$ cat src/rtl/ppu_table_arbiter.sv
// Arbitrates the single-port PPU table memories between scanner reads (always win)
// and queued host writes, with an optional hold that drains the queue only during vblank.
module ppu_table_arbiter #(
   parameter int DATA_W     = 32,
   parameter int ADDR_W     = 8,
   parameter int FIFO_DEPTH = 4
) (
   input  logic                          i_clk,
   input  logic                          i_reset_n,
   input  logic                          i_chipselect,
   input  logic                          i_write,
   input  logic [15:0]                   i_address,
   input  logic [DATA_W-1:0]             i_writedata,
   output logic                          o_waitrequest,
   input  logic                          i_vblank,
   input  logic                          i_hold_en,
   input  logic                          i_scan_req,
   input  logic [1:0]                    i_scan_table,
   input  logic [ADDR_W-1:0]             i_scan_addr,
   output logic                          o_scan_rvalid,
   output logic [2:0]                    o_mem_we,
   output logic [ADDR_W-1:0]             o_mem_addr,
   output logic [DATA_W-1:0]             o_mem_wdata,
   output logic [$clog2(FIFO_DEPTH):0]   o_fifo_level
);

   localparam int PTR_W = $clog2(FIFO_DEPTH);
   localparam int LVL_W = PTR_W + 1;

   typedef struct packed {
      logic [1:0]        tbl;
      logic [ADDR_W-1:0] addr;
      logic [DATA_W-1:0] data;
   } ent_t;

   typedef enum logic [1:0] {RUN, HOLD, FLUSH} state_t;

   state_t            r_state, w_state_nxt;
   ent_t              r_q [FIFO_DEPTH];
   logic [PTR_W-1:0]  r_wr_ptr, r_rd_ptr;
   logic [LVL_W-1:0]  r_level;
   logic              r_scan_rvalid;
   logic              w_push, w_pop, w_empty;
   ent_t              w_head, w_in;
   logic              w_unused;

   // The scanner only qualifies its own request; every table sees the shared address.
   assign w_unused = ^{i_scan_table, i_address[15:10]};

   assign w_empty       = (r_level == '0);
   assign o_waitrequest = (r_level == LVL_W'(FIFO_DEPTH));
   assign o_fifo_level  = r_level;
   assign o_scan_rvalid = r_scan_rvalid;

   assign w_push = i_chipselect & i_write & ~o_waitrequest;
   assign w_pop  = ~i_scan_req & ~w_empty & (r_state != HOLD);
   assign w_head = r_q[r_rd_ptr];

   // Code 2'b11 aliases the color table, so fold it at enqueue time.
   always_comb begin
      w_in      = '0;
      w_in.tbl  = (i_address[9:8] == 2'b11) ? 2'b10 : i_address[9:8];
      w_in.addr = i_address[ADDR_W-1:0];
      w_in.data = i_writedata;
   end

   always_ff @(posedge i_clk) begin
      if (w_push) r_q[r_wr_ptr] <= w_in;
   end

   always_ff @(posedge i_clk or negedge i_reset_n) begin
      if (!i_reset_n) begin
         r_wr_ptr      <= '0;
         r_rd_ptr      <= '0;
         r_level       <= '0;
         r_scan_rvalid <= 1'b0;
         r_state       <= RUN;
      end else begin
         r_scan_rvalid <= i_scan_req;
         r_state       <= w_state_nxt;
         if (w_push) r_wr_ptr <= r_wr_ptr + 1'b1;
         if (w_pop)  r_rd_ptr <= r_rd_ptr + 1'b1;
         if (w_push && !w_pop)      r_level <= r_level + 1'b1;
         else if (w_pop && !w_push) r_level <= r_level - 1'b1;
      end
   end

   always_comb begin
      w_state_nxt = r_state;
      case (r_state)
         RUN:     if (i_hold_en && !i_vblank) w_state_nxt = HOLD;
         HOLD: begin
            if (!i_hold_en)    w_state_nxt = RUN;
            else if (i_vblank) w_state_nxt = FLUSH;
         end
         FLUSH:   if (w_empty || !i_vblank) w_state_nxt = i_hold_en ? HOLD : RUN;
         default: w_state_nxt = RUN;
      endcase
   end

   // Memory port mux: scanner address wins, then the queue head, else idle zeros.
   always_comb begin
      o_mem_we    = 3'b000;
      o_mem_addr  = '0;
      o_mem_wdata = '0;
      if (i_scan_req) begin
         o_mem_addr = i_scan_addr;
      end else if (w_pop) begin
         o_mem_addr  = w_head.addr;
         o_mem_wdata = w_head.data;
         case (w_head.tbl)
            2'b00:   o_mem_we = 3'b001;
            2'b01:   o_mem_we = 3'b010;
            default: o_mem_we = 3'b100;
         endcase
      end
   end

endmodule
$ cat config.mk
export PLATFORM = sky130hd
export DESIGN_NAME = ppu_table_arbiter
export DESIGN_NICKNAME = d
export VERILOG_FILES = /design/src/rtl/ppu_table_arbiter.sv
export SDC_FILE = /design/constraint.sdc
export NUM_CORES = 1
export LEC_CHECK = 0
export BUFFER_PORTS_ARGS = -buffer_cell sky130_fd_sc_hd__buf_2
export CAP_MARGIN = 20
export CORE_AREA = 5 5 147 149
export DETAILED_ROUTE_END_ITERATION = 16
export DIE_AREA = 0 0 152 154
export PLACE_DENSITY = 0.51
export SLEW_MARGIN = 20
export SYNTH_ARGS = -nofsm -noshare
export SYNTH_HDL_FRONTEND = slang
export SYNTH_SLANG_ARGS = --single-unit
$ cat constraint.sdc
create_clock -name i_clk -period 5.6 [get_ports i_clk]
set_input_delay 0 -clock i_clk [delete_from_list [all_inputs] [get_ports i_clk]]
set_output_delay 0 -clock i_clk [all_outputs]
set_load 0.01 [all_outputs]
* Word level (Yosys, flattened, before mapping)
Memory sizes are Yosys's and may differ from the RTL's.
Index checks and enable logic that the tools add are counted.
** Cells by class
- Add/subtract/negate cells :: 4
- Equal/unequal tests :: 9
- Mux-type cells :: 18
- Bitwise gates (word level) :: 7
- Reduce and logical (&&, ||, !) cells :: 12
** Operators with widths (count)
- 32-bit two-way mux :: 2
- 8-bit two-way mux :: 2
- 3-bit two-way mux :: 4
- 2-bit two-way mux :: 5
- 2-bit case mux with 3 select lines :: 1
- 3-bit case mux with 2 select lines :: 1
- 2-bit by 1-bit adder with 2-bit output, second input constant :: 2
- 1-bit AND :: 4
- 2-bit by 1-bit equality test with 1-bit output, second input constant :: 2
- 2-bit equality test, second input constant :: 2
- 2-bit logical NOT :: 2
- 2-bit inequality test, second input constant :: 2
- 3-bit by 1-bit adder with 3-bit output, second input constant :: 1
- 3-bit equality test, second input constant :: 1
- 1-bit logical AND :: 3
- 1-bit logical NOT :: 3
- 3-bit logical NOT :: 1
- 1-bit two-way mux :: 3
- 3-bit inequality test, second input constant :: 1
- 1-bit inverter :: 3
- 3-bit AND reduction :: 1
- 3-bit by 1-bit subtractor with 3-bit output, second input constant :: 1
- 2-bit by 1-bit inequality test with 1-bit output, second input constant :: 1
- 2-bit nonzero test :: 1
- 1-bit logical OR :: 1
** Word-level totals
- Register bits after elaboration :: 10
- Bits in writable memories :: 168
- Bits of input ports :: 65
- Word-level logic and storage cells :: 56
- Memories :: 1
** Memory list
- r_q :: depth 4, bits a word 42, rd ports 1, clocked after Yosys merged registers in 0, wr ports 1, RTL line 39 : ent_t r_q [FIFO_DEPTH];

* Logic depth before layout (Yosys ltp)
Gate-level depths: netlist (run 1).
- Word-level depth :: 7
- Depth in mapped cells :: 9
- Mapped depth without buffers :: 9

* Least setup slack after synthesis (run 1)
Ideal clock, no wire load.
- Path type :: flip-flop to flip-flop
- Start :: reg r_level[2] (netlist: o_fifo_level[2])
- End :: mem r_q[0][0] in the netlist's numbering, enable pin
- Library setup time :: 0.403 ns
- Arrival :: 2.014 ns
- Required time :: 5.197 ns
- Slack :: 3.182 ns
- Stages on the path, launching flop included :: 4
- Buffers on the path :: 0
- Clock period less this slack :: 2.418 ns
- Cell sequence :: dfrtp_1 -> nor3b_1 -> nor2_1 -> and2_1
** On the way
- Word-level cells in the longest chain between the ends :: 5
** RTL lines
- start, declared :: RTL line 41 : logic [LVL_W-1:0] r_level;
- start signal, assigned :: RTL line 83 : if (w_push && !w_pop) r_level <= r_level + 1'b1;
- start signal, assigned :: RTL line 84 : else if (w_pop && !w_push) r_level <= r_level - 1'b1;
- 3-bit equality test :: RTL line 51 : assign o_waitrequest = (r_level == LVL_W'(FIFO_DEPTH));
- net o_waitrequest :: RTL line 14 : output logic o_waitrequest,
- 1-bit inverter :: RTL line 55 : assign w_push = i_chipselect & i_write & ~o_waitrequest;
- 1-bit AND :: RTL line 55
- net w_push :: RTL line 43 : logic w_push, w_pop, w_empty;
- 1-bit two-way mux :: RTL line 68 : if (w_push) r_q[r_wr_ptr] <= w_in;
- 1-bit two-way mux (not written as such) :: RTL line 68
- end, declared :: RTL line 39
The timed path passes the listed nets, and every way through them passes these cells.

* Final worst setup path (run 1)
- Start :: reg r_rd_ptr[0]
- End :: out o_mem_we[1]
** On the way
- Word-level cells in the longest chain between the ends :: 5
** RTL lines
- start, declared :: RTL line 40 : logic [PTR_W-1:0] r_wr_ptr, r_rd_ptr;
- start signal, assigned :: RTL line 82 : if (w_pop) r_rd_ptr <= r_rd_ptr + 1'b1;
- memory 4 x 42 bit (*)
- 2-bit by 1-bit equality test with 1-bit output / 2-bit logical NOT (equally long branches) :: RTL line 111 : case (w_head.tbl)
- 3-bit case mux with 2 select lines (*) :: RTL line 111
- 3-bit two-way mux (*) :: RTL line 108 : end else if (w_pop) begin
- 3-bit two-way mux (*) :: RTL line 106 : if (i_scan_req) begin
- end, declared :: RTL line 21 : output logic [2:0] o_mem_we,
Mark *: on every way between the ends. The rest lies on a longest branch, timed or not.

==> results of run 1 <==
[through the flow]
| step | instances | hold WS, ps |
|---|---|---|
| floorplan | 316 | -296 |
| global route | 759 | 10.1 |
| CTS | 759 | 12.1 |
| detailed placement | 680 | -117 |
| global placement | 680 | -118 |
| finish | 759 | 38.1 |
[kinds of logic after synthesis]
kind of cell,after synthesis
flip-flops,178
AND/OR/NAND/NOR,51
multiplexers,44
buffers and inverters,21
AO/OA/AOI/OAI,10
XOR/XNOR,6
adder cells (fa/ha/maj),6
[where the power goes]
part | leakage (nW) | switching (mW) | total [mW] | internal [mW]
logic | 1.23 | 0.399 | 0.896 | 0.498
clock network | 0.300 | 0.499 | 1.21 | 0.708
registers | 1.64 | 0.179 | 1.80 | 1.63
total | 3.17 | 1.08 | 3.91 | 2.83
[worst max-delay path: stages, from the launching register on]
cell and delay, ps:
dfrtp_4 1050, mux4_1 710, nor3b_1 230, buf_2 190
[routing by layer]
metal	routed length [um]	GRT usage (%)
met2	7390	22.1
met4	165	4.11
met5	0	0
met3	485	3.43
met1	6240	15.7
[cell usage in the layout (no fill, tap or decap), types with 2 or more instances in the layout]
cell and instances:
inv_6 5, and2_1 34, dlygate4sd3_1 47, xor2_1 3, clkbuf_16 17, a22o_1 8
inv_1 5, clkinv_1 2, edfxtp_1 168, nor3b_1 2, mux4_2 38, ha_1 5
and2_2 4, nor2b_1 2, mux2_2 2, buf_2 104, buf_4 6, dfrtp_1 8
xnor2_1 3, mux4_1 4, nand2_1 2, clkinv_2 3, bufinv_16 3, nor2_1 2
[repair_timing]
item,4_1_cts,5_1_grt
hold endpoints to repair,181,0
hold buffers,47,0
resized for setup,0,0
[final timing paths]
path | endpoint | cells after the start
max | o_mem_we[1] | 3
min | r_q[3][40] | 2
min reg2reg | o_fifo_level[2] | 1
min in group asynchronous | o_fifo_level[0] | 3
max reg2reg | r_q[2][15] | 4
max in group asynchronous | r_rd_ptr[0] | 3
[sequential cells by signal, summed over array words and instances (netlist names)]
register and cells:
r_rd_ptr 2, r_wr_ptr 2, o_scan_rvalid 1, r_q 168, r_state 2, o_fifo_level 3
[layout make-up]
| cell class | count | area, um^2 |
|---|---|---|
| Clock buffer | 17 | 425 |
| Tap cell | 270 | 338 |
| Inverter | 5 | 18.8 |
| Timing Repair Buffer | 157 | 1040 |
| Clock inverter | 15 | 176 |
| Multi-Input combinational cell | 117 | 1540 |
| Sequential cell | 178 | 5300 |
| Fill cell | 1814 | 11200 |
==> impl_metrics.toml, run 1 <==
[hold_path]
hp-start = "i_address[8]"
min_path_type = "in2reg"

[synthesis]
syn_nets = 387
synthTopCellsByArea = "edfxtp_1, mux4_2, dfrtp_1"
post_synth_instance_area_um2 = 6950
yosysSeqAreaShare_pct = 76.2
synthMuxAreaShare_pct = 14.1
synth_compound_area_share_pct = 1.26
synth_top_family_by_area = "multiplexers"
synth_common_cells = "edfxtp_1, and2_1, mux4_2"
synthAdderAreaFrac_pct = 1.19
synth_ff_type = "edfxtp_1"
synth.most_common_cell = "edfxtp_1"
synth.top_cell.area_share_pct = 72.6
synth.distinct_cells = 26
syn_area_per_cell_um2 = 22.0
synth-seq-cells = 178
synth-simple-area-share_pct = 4.61
synth_edf_count = 168
yosysTopAreaCell = "edfxtp_1"
synth_cells = 316
synth_xor_xnor_area_share_pct = 0.756
async_flop_share_pct = 5.62
synth-warning-count = 0

[floorplan]
chipWidth_um = 152
core_um2 = 20000
row_count = 52
start_util_pct = 34.7
pin_count = 113
dieArea_um2 = 23400
die_h_um = 154

[routing]
routed_via_density = 4.63
vias = 3513
drtIter0Drc = 105
wl_per_cell_um = 18.8
ant_nets = 0
routed_wl_um = 14300
firstDrtPassIters = 5
drc = 0

[sta]
setup_ws_ps = 2980
finClkSkew_ps = 10.2
period_share_pct = 46.8
timing.fmax_ghz = 0.381
finalSetupTns_ps = 0
min_period_ps = 2620
hold_viol = 0
rsz0062_at_grt = "no"
relSlewSlack_pct = 37.1
slew_viol_final = 0
worstMarginPinSlew_ps = 943
setup_viol = 0

[placement]
port_buffers = 104
place_hpwl_um = 8430
placed_area_um2 = 7760
dpl_worst_slack_ps = 2970
gp_congestion = 0.692

[pwr]
power.total_mw = 3.91
p_leak_nw = 3.17
power_density_nw_per_um2 = 442
irDropWorstVdd_uv = 201

[final_layout]
syn_to_final_growth_pct = 27.1
final_cell_area_um2 = 8830
diodes = 0
layout.nets = 547
drive_above_1_share_pct = 38.4
post-route-util_pct = 44.1

[cts]
cts_tree = "built"
numCtsBuffers = 17
cts_buffer_depth = 2
cts_root_buf = "clkbuf_16"
clock_latency_ps = 420
cts.clk_slew.worst_paths_ps = 60
htreeDepth = 4
clock-sinks = 178
postCtsSetupBuffers = 0

[critical_path]
cp-end-kind = "output port"
crit_start = "r_rd_ptr[0]"
crit_fanout = 44
cp_data_arrival_time_ps = 2620
regToRegStartpoint = "o_fifo_level[2]"
crit_required_ps = 5600
r2r_setup_slack_ps = 3010
crit_type = "reg2out"
start_kind = "flip-flop"

[grt]
grt_pass1_wl_um = 22600
grt_pass1_vias = 3918
grt_max_degree = 45
grt_usage_pct = 12.8
grt_overflow = 0
antenna_found_initial = 0

[status]
status = "finished clean"

[job]
cap_violations = 0
Note: power is estimated with default switching activity, not from simulation.
==> inputs of run 2 (changes only) <==
--- a/config.mk
+++ b/config.mk
@@ -5,11 +5,12 @@
 export SDC_FILE = /design/constraint.sdc
 export NUM_CORES = 1
 export LEC_CHECK = 0
+export ABC_AREA = 1
 export BUFFER_PORTS_ARGS = -buffer_cell sky130_fd_sc_hd__buf_2
 export CAP_MARGIN = 20
-export CORE_AREA = 5 5 147 149
+export CORE_AREA = 5 5 152 154
 export DETAILED_ROUTE_END_ITERATION = 16
-export DIE_AREA = 0 0 152 154
+export DIE_AREA = 0 0 157 159
 export PLACE_DENSITY = 0.51
 export SLEW_MARGIN = 20
 export SYNTH_ARGS = -nofsm -noshare
==> constraint.sdc (replaced) <==
create_clock -name i_clk -period 2.5 [get_ports i_clk]
set_input_delay 0 -clock i_clk [delete_from_list [all_inputs] [get_ports i_clk]]
set_output_delay 0 -clock i_clk [all_outputs]
set_load 0.01 [all_outputs]
==> impl_metrics.toml, run 2 <==
[status]
status = "finished clean"

[synthesis]
synth_ff_type = "edfxtp_1"
synth_edf_count = 168
post_synth_instance_area_um2 = 7430
synth-seq-cells = 178
syn_area_per_cell_um2 = 11.0
yosysSeqAreaShare_pct = 71.2
synth.distinct_cells = 19
yosysTopAreaCell = "edfxtp_1"
synth_cells = 673
synth_common_cells = "nand2_1, edfxtp_1, nor2_1"
synth-warning-count = 0
synthTopCellsByArea = "edfxtp_1, nand2_1, nor2_1"
synth.top_cell.area_share_pct = 67.9
synth_compound_area_share_pct = 4.58
syn_nets = 744
synthMuxAreaShare_pct = 0
synth-simple-area-share_pct = 17.1
synth_top_family_by_area = "simple AND/OR/NAND/NOR gates"
synthAdderAreaFrac_pct = 1.11
async_flop_share_pct = 5.62
synth.most_common_cell = "nand2_1"
synth_xor_xnor_area_share_pct = 0.353

[cts]
postCtsSetupBuffers = 0
cts_tree = "built"
clock_latency_ps = 420
clock-sinks = 178
cts_root_buf = "clkbuf_16"
numCtsBuffers = 17
htreeDepth = 4
cts.clk_slew.worst_paths_ps = 60
cts_buffer_depth = 2

[routing]
ant_nets = 0
firstDrtPassIters = 4
vias = 4975
drc = 0
routed_wl_um = 16600
wl_per_cell_um = 14.8
drtIter0Drc = 268
routed_via_density = 4.44

[critical_path]
crit_required_ps = 2500
cp_data_arrival_time_ps = 2160
crit_type = "reg2out"
crit_fanout = 40
start_kind = "flip-flop"
ff2ff_path_depth = 6
cp-end-kind = "output port"

[sta]
relSlewSlack_pct = 63.6
worstMarginPinSlew_ps = 546
hold_viol = 0
rsz0062_at_grt = "no"
period_share_pct = 86.6
timing.fmax_ghz = 0.462
setup_viol = 0
slew_viol_final = 0
finClkSkew_ps = 7.14
min_period_ps = 2160
whs_ps = 37.3

[pwr]
p_leak_nw = 3.95
power.total_mw = 9.61
power_density_nw_per_um2 = 1010
irDropWorstVdd_uv = 540

[floorplan]
die_h_um = 159
chipWidth_um = 157
core_um2 = 21600
start_util_pct = 34.5
dieArea_um2 = 25000
pin_count = 113
row_count = 54

[grt]
grt_max_degree = 88
grt_overflow = 0
grt_pass1_wl_um = 26000
grt_pass1_vias = 4854
grt_usage_pct = 13.6
antenna_found_initial = 1

[job]
cap_violations = 0

[final_layout]
mostFrequentLayoutCell = "nand2_1"
n_fill_cell = 2054
syn_to_final_growth_pct = 27.5
layout.nets = 899
drive_above_1_share_pct = 18.8
largest_reg_flops = 168
regMostFlops = "r_q"
most-common-layout-cells = "nand2_1, edfxtp_1, buf_2, nor2_1, inv_1"

[hold_path]
min_path_type = "in2reg"
worstHoldPathCells = 4

[placement]
place_hpwl_um = 9530
port_buffers = 104
gp_congestion = 0.666
run 2: worst max-delay path: stages (launching register included):
cell,delay [ps]
dfrtp_4,490
inv_2,350
buf_12,280
nand2_1,80
nand2_1,60
nand2_1,50
a21oi_1,240
buf_2,180
run 2: cells by family after synthesis:
group | after synthesis
xor+xnor | 3
compound gates | 68
flops | 178
simple gates | 328
buf+inv | 90
fa+ha+maj | 6
run 2: power breakdown:
group          internal [mW]  switching [mW]  leakage, nW
sequential              3.62           0.108         1.65
clock                   1.77            1.09        0.304
combinational           1.04            1.99         2.00
run 2: cell type report:
type	instances	area (um^2)	area share (%)
diodes	1	2.50	0.0264
clock buffers	17	425	4.49
clock inverters	13	209	2.20
inverters	56	210	2.22
multi-input cells	405	1760	18.5
flip-flops and latches	178	5300	55.9
well taps	280	350	3.70
repair buffers	170	1230	13.0
run 2: final timing paths:
kind,start,endpoint,slack (ps)
worst max-delay path,r_rd_ptr[0],o_mem_wdata[31],340
worst min-delay path,i_chipselect,r_wr_ptr[0],40
worst max register to register,o_fifo_level[0],r_q[3][0],490
worst min register to register,r_wr_ptr[0],r_wr_ptr[0],560
max in group asynchronous,i_reset_n,r_rd_ptr[0],1530
min in group asynchronous,i_reset_n,o_fifo_level[1],600
run 2: stage by stage:
stage	instances	setup TNS (ps)	util (%)	area, um^2	setup slack, ps
floorplan	673	-94830	-	7430	-564
global placement	1039	0	38.7	8340	524
detailed placement	1039	0	38.7	8340	476
CTS	1119	0	44.0	9480	242
global route	1120	0	44.0	9480	112
finish	1120	0	44.0	9480	335
run 2: routing by layer:
| metal | vias to the layer above | part of all wire, % | global-route usage (%) |
|---|---|---|---|
| li1 | 2532 | - | - |
| met5 | - | 0 | 0 |
| met2 | 89 | 49 | 22.3 |
| met3 | 16 | 4.0 | 3.02 |
| met1 | 2338 | 46 | 17.9 |
| met4 | 0 | 1.3 | 4.42 |
run 2: what timing repair did:
action	in CTS	in global routing
gates resized for setup	0	0
endpoints found under the hold margin	182	0
hold buffers	50	0
